--- config.mk ---
export PLATFORM = sky130hd
export DESIGN_NAME = window_min_select
export DESIGN_NICKNAME = d
export VERILOG_FILES = /design/src/rtl/window_min_select.sv
export SDC_FILE = /design/constraint.sdc
export NUM_CORES = 1
export LEC_CHECK = 0
export BUFFER_PORTS_ARGS = -buffer_cell sky130_fd_sc_hd__buf_2
export CORE_MARGIN = 2
export CORE_UTILIZATION = 57
export DETAILED_ROUTE_END_ITERATION = 10
export GPL_TIMING_DRIVEN = 0
export MAX_ROUTING_LAYER = met4
export PLACE_DENSITY = 0.83
export SYNTH_ARGS = -nofsm -noshare
export SYNTH_HDL_FRONTEND = slang
export SYNTH_SLANG_ARGS = --single-unit
--- constraint.sdc ---
create_clock -name clk -period 8.9 [get_ports clk]
set_input_delay 1.335 -clock clk [delete_from_list [all_inputs] [get_ports clk]]
set_output_delay 1.335 -clock clk [all_outputs]
set_load 0.02 [all_outputs]
--- src/rtl/window_min_select.sv ---
// -----------------------------------------------------------------------------
// window_min_select
//   Consumer on the read side of the clk1->clk2 async FIFO (first-word
//   fall-through). Pops {account, A, T} records, forms prod = A*T and, over a
//   sliding window of WIN consecutive records, reports the account with the
//   minimum product. One result per record from the WIN-th record of a frame
//   onward; the window is rebuilt from scratch after every TOTAL records.
//
//   Optional feature: define WMS_MIN_PROD_OUT_EN to add out_prod, the winning
//   product, updated with the same timing as out_account.
//
// Ports
//   clk          clk2-domain clock
//   rst_n        asynchronous active-low reset
//   rempty       FIFO empty; rdata valid whenever rempty=0
//   rdata        {account, A, T}, DSIZE bits each
//   rinc         FIFO pop strobe (rst_n & ~rempty)
//   out_valid    one-cycle pulse per result
//   out_account  account holding the window minimum, held between pulses
//   out_prod     winning product (only with WMS_MIN_PROD_OUT_EN)
// -----------------------------------------------------------------------------
module window_min_select #(
    parameter int DSIZE = 8,
    parameter int WIN   = 5,
    parameter int TOTAL = 4000
) (
    input  logic               clk,
    input  logic               rst_n,
    input  logic               rempty,
    input  logic [3*DSIZE-1:0] rdata,
    output logic               rinc,
    output logic               out_valid,
    output logic [DSIZE-1:0]   out_account
`ifdef WMS_MIN_PROD_OUT_EN
    ,
    output logic [2*DSIZE-1:0] out_prod
`endif
);

    localparam int PW = 2 * DSIZE;
    localparam int CW = (TOTAL > 1) ? $clog2(TOTAL) : 1;
    localparam int FW = $clog2(WIN);

    typedef struct packed {
        logic [DSIZE-1:0] acct;
        logic [PW-1:0]    prod;
    } ent_t;

    logic [DSIZE-1:0] rd_acct, rd_a, rd_t;
    logic [PW-1:0]    prod_in;

    logic             s1_vld;
    logic             s1_last;    // S1 holds the final record of its frame
    ent_t             s1;
    ent_t [WIN-2:0]   win_q;      // index 0 = oldest held entry
    logic [FW-1:0]    fill;       // records shifted into the window this frame
    logic [CW-1:0]    frame_cnt;
    ent_t             best;

    assign rd_acct = rdata[3*DSIZE-1:2*DSIZE];
    assign rd_a    = rdata[2*DSIZE-1:DSIZE];
    assign rd_t    = rdata[DSIZE-1:0];
    assign prod_in = PW'(rd_a) * PW'(rd_t);

    // No backpressure: pop whenever data is present and we are out of reset.
    assign rinc = rst_n & ~rempty;

    // Oldest->newest scan with <=, so the newest of equal products wins.
    // The incoming S1 entry is the newest candidate.
    always_comb begin
        best = win_q[0];
        for (int i = 1; i < WIN - 1; i++) begin
            if (win_q[i].prod <= best.prod) best = win_q[i];
        end
        if (s1.prod <= best.prod) best = s1;
    end

    // Frame counter over pops.
    always_ff @(posedge clk or negedge rst_n) begin
        if (!rst_n) begin
            frame_cnt <= '0;
        end else if (rinc) begin
            frame_cnt <= (frame_cnt == CW'(TOTAL - 1)) ? '0 : frame_cnt + 1'b1;
        end
    end

    // S1: register the popped record and its product.
    always_ff @(posedge clk or negedge rst_n) begin
        if (!rst_n) begin
            s1_vld  <= 1'b0;
            s1_last <= 1'b0;
            s1      <= '0;
        end else begin
            s1_vld <= rinc;
            if (rinc) begin
                s1.acct <= rd_acct;
                s1.prod <= prod_in;
                s1_last <= (frame_cnt == CW'(TOTAL - 1));
            end
        end
    end

    // S2: select, shift window, report once the window is full.
    always_ff @(posedge clk or negedge rst_n) begin
        if (!rst_n) begin
            win_q       <= '0;
            fill        <= '0;
            out_valid   <= 1'b0;
            out_account <= '0;
`ifdef WMS_MIN_PROD_OUT_EN
            out_prod    <= '0;
`endif
        end else begin
            out_valid <= 1'b0;
            if (s1_vld) begin
                for (int i = 0; i < WIN - 2; i++) win_q[i] <= win_q[i + 1];
                win_q[WIN-2] <= s1;
                if (fill == FW'(WIN - 1)) begin
                    out_valid   <= 1'b1;
                    out_account <= best.acct;
`ifdef WMS_MIN_PROD_OUT_EN
                    out_prod    <= best.prod;
`endif
                end else begin
                    fill <= fill + 1'b1;
                end
                // Last record of the frame still reports, but the next frame
                // starts with an empty window.
                if (s1_last) fill <= '0;
            end
        end
    end

endmodule

==> flow_summary.toml <==
[outcome]
status = "finished clean"

[setup_path]
max_stage_delay_ns = 0.45
worstPathArrival_ns = 8.88
worst-path-max-fanout = 10
end_kind = "flop"
crit_top_cell = "a21o_1"
cp_slowest_cell = "or4_1"
cp.required_ns = 9.25
crit_type = "flop to flop"
cp-start-kind = "flop"

[floorplan]
core_sq_um = 17120
die_w_um = 135.5
rows = 48
fp.dieH_um = 135.5
start_util_pct = 57.60
die_area_sq_um = 18370
boundaryPins = 37

[detailed_routing]
via_per_inst = 5.676
drcViolationCount = 0
ant_nets = 0
firstDrtPassIters = 4
wl_per_cell_um = 16.36
first_iter_violations = 406
wl_um = 21090
via_count = 7316

[clock_tree]
clk_latency_ns = 0.43
cts_sinks = 146
cts_tree = "built"
cts_buffer_depth = 2
htreeDepth = 4
clock-root-buffer = "clkbuf_16"
cts.clk_slew.worst_paths_ns = 0.06
cts-buffers-inserted = 17
holdBufCountCts = 0

[sta]
drv_slew = 0
final-hold-violation-count = 0
finalSetupViolations = 0
layout_min_cycle_time_ns = 8.524
worst_hold_slack_ns = 0.4973
max_slew_margin_pct = 43.77
timing.final.crit_share_pct = 95.78
finalWorstSetupSlack_ns = 0.3757
fmax_ghz = 0.1173
worst_pin_slew_ns = 0.8370
fin_worst_skew_ns = 0.005257

[finish]
drive_gt1_share_pct = 17.20
antenna_cells = 0
syn_to_final_growth_pct = 14.40
fillers = 1287
final_cells = 1289
finalNetCount = 1217

[synth]
synth_cells = 985
avgSynthCellArea_sq_um = 10.01
ys_seq_elements = 146
seq_area_frac_synth_pct = 37.06
async_flop_share_pct = 100.0
yosys_warnings = 0
ys.flop_type = "dfrtp_1"
synth_fp_nets = 1149
synth.distinct_cells = 51
yosysTopAreaCellShare_pct = 37.06
synth_edf_count = 0
synth_top_area_cell = "dfrtp_1"
syn_area_sq_um = 9859
yosys-top-cells-count = "146 x dfrtp_1, 146 x nand2_1, 107 x inv_1"
synth_area_leaders = "dfrtp_1 37%, ha_1 13%, mux2_2 8.3%, fa_1 7.3%, nand2_1 5.6%"

[grt]
antenna_found_initial = 0
met2_usage_pct = 41.60
first_global_vias = 7449
grt_usage_pct = 25.40
overflow = 0
grtUsageMet3_pct = 4.714
grtUsageMet1_pct = 32.46
grt_pass1_wl_um = 35980
grt_max_degree = 97
grt_busiest_layer = "met2"

[placement]
gp_congestion = 0.8423
place_ws_ns = -1.981
dp_cells = 1247
hpwl_um = 15500
portBuffers = 36

[hold_path]
hold_path_class = "flop to flop"

[job]
drv_cap = 0
[layout make-up]
cell class	instances	area, sq um	share of cell area [%]
clock buffers	21	470.5	4.171
well taps	225	281.5	2.496
repair buffers	52	326.6	2.895
inverters	108	405.4	3.594
plain buffers	30	186.4	1.653
flip-flops and latches	146	3654	32.39
clock inverters	9	153.9	1.364
multi-input cells	698	5802	51.44
[critical path: cells and delay by family, from the launching register on]
| kind | cells | cell delay (ns) |
|---|---|---|
| mux | 3 | 0.58 |
| simple gates | 10 | 2.21 |
| flops | 1 | 0.43 |
| fa+ha+maj | 4 | 1.26 |
| buf+inv | 6 | 0.94 |
| compound gates | 17 | 3.02 |
[cells in the final DEF, fill, tap and decap left out, types with 8 or more instances in the layout]
cell and count:
buf_4 15, clkbuf_1 20, xnor2_1 9, xor2_1 11
nor2_1 26, a21oi_1 24, buf_2 35, nand3_1 11
o21ai_0 60, dfrtp_1 146, a21o_1 17, mux2i_1 36
mux2_1 8, nand4_1 13, ha_1 100, nand2_1 146
fa_1 36, mux2_2 73, and2_1 40, clkbuf_16 18
o22ai_1 11, nand2b_1 11, a31oi_1 10, inv_1 107
[timing repair]
item | 4_1_cts | 5_1_grt
gates resized for setup | 22 | 18
pin swaps | 2 | 7
setup endpoints to repair | 8 | 8
buffers inserted | 1 | 14
[stage by stage]
stage / setup TNS [ns] / util, % / instance area (sq um)
floorplan: 0 / - / 9861
global placement: -14.24 / 60.31 / 10320
detailed placement: -15.73 / 60.50 / 10360
CTS: 0 / 64.73 / 11080
global route: -0.07126 / 65.90 / 11280
finish: 0 / 65.90 / 11280
[sequential cells by signal, indices dropped and copies added (netlist names)]
signal and cells:
s1_last 1, s1_vld 1, win_q 96, s1 24
out_valid 1, frame_cnt 12, out_account 8, fill 3
[logic make-up after synthesis]
family | share of synthesized area [%]
AND/OR/NAND/NOR | 12.34
AO/OA/AOI/OAI | 9.061
flip-flops | 37.06
buffers and inverters | 5.634
adder cells (fa/ha/maj) | 20.24
multiplexers | 13.90
XOR/XNOR | 1.777
[final timing paths]
path | to | start | slack [ns] | cells after the start
worst max-delay path | out_account[6] | win_q[37] | 0.38 | 40
worst min-delay path | frame_cnt[4] | frame_cnt[4] | 0.50 | 1
worst max register to register | out_account[6] | win_q[37] | 0.38 | 40
worst min register to register | frame_cnt[4] | frame_cnt[4] | 0.50 | 1
max in group asynchronous | s1[12] | rst_n | 7.23 | 2
min in group asynchronous | win_q[22] | rst_n | 0.85 | 1
[routing by layer]
layer  up-vias  part of all wire [%]
met5         -                     0
met4         0                   1.6
met3        35                   3.5
met2       161                    50
met1      3654                    45
li1       3466                     -
Power is left out: the tool's default activity adds up to more than one toggle a clock period on the data nets, which glitch-free logic cannot reach.
